File: src/rtl/serial_adder.sv
// serial_adder: bit-serial LSB-first adder; define SERIAL_ADDER_SUB_EN to add a sub port for A-B.
module serial_adder #(
  parameter int WIDTH = 8
) (
  input  logic             clk,
  input  logic             rst_n,
  input  logic             start,
  input  logic [WIDTH-1:0] a,
  input  logic [WIDTH-1:0] b,
`ifdef SERIAL_ADDER_SUB_EN
  input  logic             sub,
`endif
  output logic             busy,
  output logic             done,
  output logic [WIDTH-1:0] sum,
  output logic             carry_out
);
  typedef enum logic [1:0] {IDLE, RUN, DONE} state_t;
  localparam int CW = (WIDTH > 2) ? $clog2(WIDTH) : 1;
  state_t state_q, state_d;
  logic [WIDTH-1:0] a_q, a_d, b_q, b_d, r_q, r_d, sum_q, sum_d;
  logic [CW-1:0] cnt_q, cnt_d;
  logic c_q, c_d, co_q, co_d, busy_q, busy_d, done_q, done_d;
  logic sub_w, h1_s, h1_c, h2_c, bit_s, c_next, last;
`ifdef SERIAL_ADDER_SUB_EN
  assign sub_w = sub;
`else
  assign sub_w = 1'b0;
`endif
  assign h1_s   = a_q[0] ^ b_q[0];
  assign h1_c   = a_q[0] & b_q[0];
  assign bit_s  = h1_s ^ c_q;
  assign h2_c   = h1_s & c_q;
  assign c_next = h1_c | h2_c;
  assign last   = cnt_q == CW'(WIDTH - 1);
  always_comb begin
    state_d = state_q;
    a_d     = a_q;
    b_d     = b_q;
    r_d     = r_q;
    c_d     = c_q;
    cnt_d   = cnt_q;
    sum_d   = sum_q;
    co_d    = co_q;
    if (state_q == IDLE && start) begin
      state_d = RUN;
      a_d     = a;
      b_d     = sub_w ? ~b : b;
      c_d     = sub_w;
      r_d     = '0;
      cnt_d   = '0;
    end else if (state_q == RUN) begin
      a_d     = a_q >> 1;
      b_d     = b_q >> 1;
      c_d     = c_next;
      r_d     = {bit_s, r_q[WIDTH-1:1]};
      cnt_d   = cnt_q + CW'(1);
      state_d = last ? DONE : RUN;
      sum_d   = last ? r_d : sum_q;
      co_d    = last ? c_next : co_q;
    end else if (state_q == DONE) begin
      state_d = IDLE;
    end
    busy_d = state_q == RUN;
    done_d = state_q == DONE;
  end
  always_ff @(posedge clk) begin
    if (!rst_n) begin
      state_q <= IDLE;
      a_q     <= '0;
      b_q     <= '0;
      r_q     <= '0;
      c_q     <= 1'b0;
      cnt_q   <= '0;
      sum_q   <= '0;
      co_q    <= 1'b0;
      busy_q  <= 1'b0;
      done_q  <= 1'b0;
    end else begin
      state_q <= state_d;
      a_q     <= a_d;
      b_q     <= b_d;
      r_q     <= r_d;
      c_q     <= c_d;
      cnt_q   <= cnt_d;
      sum_q   <= sum_d;
      co_q    <= co_d;
      busy_q  <= busy_d;
      done_q  <= done_d;
    end
  end
  assign busy      = busy_q;
  assign done      = done_q;
  assign sum       = sum_q;
  assign carry_out = co_q;
endmodule

File: config.mk
export PLATFORM = sky130hd
export DESIGN_NAME = serial_adder
export DESIGN_NICKNAME = d
export VERILOG_FILES = /design/src/rtl/serial_adder.sv
export SDC_FILE = /design/constraint.sdc
export NUM_CORES = 1
export LEC_CHECK = 0
export CORE_MARGIN = 2
export CORE_UTILIZATION = 51
export CTS_BUF_LIST = sky130_fd_sc_hd__clkbuf_16
export DETAILED_ROUTE_END_ITERATION = 10
export GPL_TIMING_DRIVEN = 0
export PLACE_DENSITY = 0.78
export SYNTH_ARGS = -nofsm -noshare
export SYNTH_HDL_FRONTEND = slang
export SYNTH_SLANG_ARGS = --single-unit
File: constraint.sdc
create_clock -name clk -period 1.61 [get_ports clk]
set_clock_uncertainty 0.1 [all_clocks]
set_input_delay 0.161 -clock clk [delete_from_list [all_inputs] [get_ports clk]]
set_output_delay 0.161 -clock clk [all_outputs]
set_load 0.02 [all_outputs]
After elaboration in Yosys (flattened, before gate mapping)
Index checks and enable logic that the tools add are counted.
{ "word_totals": {"regBits": 41, "latch_bits": 0, "ramBits": 0, "rom_bits": 0, "inputBits": 19, "output_inout_bits": 11, "wordCells": 37, "memories": 0} }
{ "op_classes": {"addsub": 1, "multipliers": 0, "n_div": 0, "order_cmp": 0, "eq_ne": 3, "shift": 0, "n_mux": 8, "n_bitwise": 7, "n_reduce_logical": 7} }
{ "op_table": {"columns": ["op", "count"], "rows": [
  ["$mux W8", 4],
  ["$mux W2", 3],
  ["$reduce_bool A2 Y1", 2],
  ["$add A3 B1 Y3 const B", 1],
  ["$eq A3 B3 Y1 const B", 1],
  ["$reduce_and A3 Y1", 1],
  ["$reduce_bool A3 Y1", 1],
  ["$and A1 B1 Y1", 2],
  ["$eq A2 B1 Y1 const B", 1],
  ["$eq A2 B2 Y1 const B", 1],
  ["$logic_not A2 Y1", 1],
  ["$not A1 Y1", 2],
  ["$reduce_or A2 Y1", 1],
  ["$xor A1 B1 Y1", 2],
  ["$logic_and A1 B1 Y1", 1],
  ["$mux W1", 1],
  ["$or A1 B1 Y1", 1]
]} }

Depth between registers and ports, before layout
{ "depth": {"depth_word": 4, "ltp_mapped": 7} }

Worst setup path before layout
OpenSTA, ideal clock, no wires.
{ "synth_path": {"kind": "reg-to-reg", "startpoint": "reg state_q[1]", "endpoint": "reg state_q[1]", "arrival_time_ns": 1.123, "path_slack_ns": 0.269, "path_stages_with_launch": 8, "path_buffers": 2, "synth_period_minus_slack_ns": 1.341, "path_cell_list": "dfxtp_1 > inv_1 > ha_1 > buf_6 > and2_4 > buf_6 > mux2i_1 > nor2_1"} }
{ "synth_via": {"word_cells_on_any_way": 7, "classes_between": "eq/ne: 2; mux: 1; reduce/logical: 4"} }
{ "synth_lines": {"columns": ["element", "line", "source"], "rows": [
  ["from (decl)", "20", "state_t state_q, state_d;"],
  ["from (signal assigned)", "80", "state_q <= state_d;"],
  ["$eq A2 B1 Y1 (*)", null, null],
  ["named net busy_d", "23", "logic c_q, c_d, co_q, co_d, busy_q, busy_d, done_q, done_d;"],
  ["$mux W2 / $reduce_bool A2 Y1 (equally long branches)", null, null]
]} }
Mark *: on every way through the listed nets, which the timed path passes. The rest lies on a longest branch.
A chain may end at the register's enable or synchronous reset.

Worst setup path after layout
{ "layout_path": {"startpoint": "reg sum_q[3], in the netlist sum[3]", "endpoint": "out sum[3]"} }
{ "layout_lines": {"columns": ["element", "line", "source"], "rows": [
  ["from (decl)", "21", "logic [WIDTH-1:0] a_q, a_d, b_q, b_d, r_q, r_d, sum_q, sum_d;"],
  ["from (signal assigned)", "86", "sum_q <= sum_d;"],
  ["to (decl)", "15", "output logic [WIDTH-1:0] sum,"]
]} }
No word-level cell between the ends.

==> results.py <==
metrics = {
    "outcome": {
        "status": "finished clean",
    },
    "clock_tree": {
        "cts-resized-gates": 0,
        "worstSkewPairLatency_ns": 0.27,
        "cts_made_buffers": 5,
        "cts_buffer_depth": 2,
        "cts-root-buf": "clkbuf_16",
        "cts_tree": "yes",
        "cts.sinks": 40,
        "post-cts-setup-buffer-count": 0,
        "clk_pin_slew_ns": 0.06,
        "hold_buffers": 0,
        "htree_levels": 2,
    },
    "global_routing": {
        "grt_pass1_wl_um": 5380,
        "grt_overflow": 0,
        "antenna_found_initial": 0,
        "grt_pass1_vias": 1264,
        "grt_usage_pct": 19.3,
        "grt_max_degree": 14,
    },
    "timing": {
        "finalSetupTns_ns": 0,
        "worst_pin_slew_ns": 0.368,
        "finalCritPeriodShare_pct": 91.9,
        "finalCriticalPeriod_ns": 1.48,
        "hold_viol_final": 0,
        "drv_slew": 0,
        "rsz0062_at_grt": "no",
        "setup_viol": 0,
        "worst_slack_ns": 0.131,
        "slew_headroom_pct": 75.5,
        "fmax_mhz": 676,
    },
    "drt": {
        "wl_per_cell_um": 13.3,
        "ant_nets": 0,
        "routed_via_density": 5.17,
        "wirelength_um": 3310,
        "drtPass1Iterations": 5,
        "vias": 1287,
        "drcViolationCount": 0,
        "dr.first_iter.drc_count": 51,
    },
    "cells_and_area": {
        "drive_above_1_share_pct": 13.7,
        "diodes": 0,
        "finalNonFillerCells": 249,
        "fin_area_mm2": 0.00217,
        "finalNetCount": 230,
        "layout_common_cells": "dfxtp_1, clkdlybuf4s50_1, mux2i_1",
        "fillCellCount": 260,
        "mostFrequentLayoutCell": "dfxtp_1",
        "area_growth_pct": 28.5,
    },
    "synth": {
        "synth_top_cell_area_share_pct": 47.4,
        "ys.flop_type": "dfxtp_1",
        "synthXorXnorAreaFrac_pct": 0.519,
        "async_reset_ff_share_pct": 0,
        "synth_seq_cells": 40,
        "synth-compound-area-share_pct": 16.0,
        "synth_area_leaders": "dfxtp_1, mux2i_1, a21boi_2",
        "synth_top_family_by_area": "compound AO/OA/AOI/OAI gates",
        "yosys.cell_types.count": 23,
        "synth_cells": 169,
        "synth-edff-count": 0,
        "synth.area.mux_share_pct": 14.8,
        "synth_top_area_cell": "dfxtp_1",
        "synth.cell_area_mm2": 0.00169,
        "synth_warnings": 0,
        "syn_area_per_cell_um2": 9.99,
        "synthSimpleGateAreaFrac_pct": 10.5,
        "yosysSeqAreaShare_pct": 47.4,
        "postSynthNetCount": 195,
        "synth-adder-area-share_pct": 5.63,
    },
    "worst_setup_path": {
        "startpoint_type": "register",
        "rrSetupSlack_ns": 0.13,
        "crit_fanout": 2,
        "path_cells": "clkdlybuf4s50_1",
        "slowest_delay_ns": 0.61,
        "crit_slowest_cell": "clkdlybuf4s50_1",
        "crit_required_ns": 1.35,
        "arrival_ns": 1.22,
        "crit_family": "buffers and inverters",
        "critPathKind": "reg2out",
        "end_kind": "output port",
        "path_buf_inv": 1,
    },
    "flow_run": {
        "cap_viol_max_count": 0,
    },
    "die": {
        "die_h_um": 61.5,
        "die-area_mm2": 0.00379,
        "die_w_um": 61.5,
        "rows": 20,
        "io_pins": 30,
        "core_mm2": 0.00310,
        "start_util_pct": 54.4,
    },
    "power": {
        "peakVddDrop_v": 0.000725,
        "power.density_mw_per_mm2": 1050,
        "p_leak_nw": 0.813,
    },
    "placed_design": {
        "place_area_mm2": 0.00202,
        "gp_congestion": 0.704,
        "place_ws_ns": 0.112,
        "dp.cells": 241,
        "portBuffers": 28,
        "dp_hpwl_um": 2320,
    },
    "worst_hold_path": {
        "min_path_type": "in2reg",
    },
}
## worst paths after layout
check,endpoint,start,cells after the start
worst min-delay path,sum[4],rst_n,2
worst max-delay path,sum[3],sum[3],1
worst min register to register,carry_out,carry_out,2
worst max register to register,sum[1],state_q[1],6
## cell families after synthesis
| group | after synthesis |
|---|---|
| DFF | 40 |
| muxes | 25 |
| adders and majority gates | 7 |
| buffers and inverters | 13 |
| xor gates and xnor gates | 1 |
| and+or+nand+nor | 42 |
| AOI/OAI and AO/OA | 41 |
## registers in the layout, indices dropped and copies added, names as in the netlist
signal     flops
busy           1
state_q        2
r_q            7
cnt_q          3
sum            8
a_q            8
b_q            8
carry_out      1
done           1
c_q            1
## through the flow
stage / power (mW) / utilization [%] / hold slack, ns
floorplan: 1.27 / - / 0.206
global placement: 1.35 / 65.2 / 0.352
detailed placement: 1.36 / 65.2 / 0.360
CTS: 2.30 / 69.8 / 0.153
global route: 2.38 / 69.9 / 0.160
finish: 2.28 / 69.9 / 0.151
## power breakdown
group,total (mW),switching [mW],internal [mW]
Sequential,1.07,0.0283,1.04
Combinational,0.277,0.131,0.146
Clock,0.938,0.368,0.570
## cells in the mapped netlist, types with 2 or more instances
cell / n
dfxtp_1: 40
inv_1: 2
mux2i_1: 25
nand3b_1: 2
ha_1: 6
a21boi_0: 2
a21oi_1: 14
clkbuf_1: 2
and2_1: 3
a21boi_2: 9
o21ai_0: 14
nand2_1: 24
buf_6: 2
buf_2: 4
nor2_1: 12
## layer usage
| metal | GRT usage [%] | wire length, um | up-vias | share of wire [%] |
|---|---|---|---|---|
| met4 | 5.47 | 25 | 0 | 0.76 |
| li1 | - | - | 646 | - |
| met2 | 34.9 | 1730 | 28 | 52 |
| met5 | 0 | 0 | - | 0 |
| met1 | 23.0 | 1380 | 609 | 42 |
| met3 | 4.20 | 171 | 4 | 5.2 |
## cell type report
class                   count  area (um2)  share of cell area, %
repair buffers             28         280                   12.9
plain buffers              11        78.8                   3.64
well taps                  44        55.1                   2.54
flip-flops and latches     40         801                   36.9
clock buffers               5         125                   5.77
clock inverters             3        18.8                  0.866
inverters                   2        7.51                  0.346
multi-input cells         116         802                   37.0
Power figures use the tool's default switching activity.
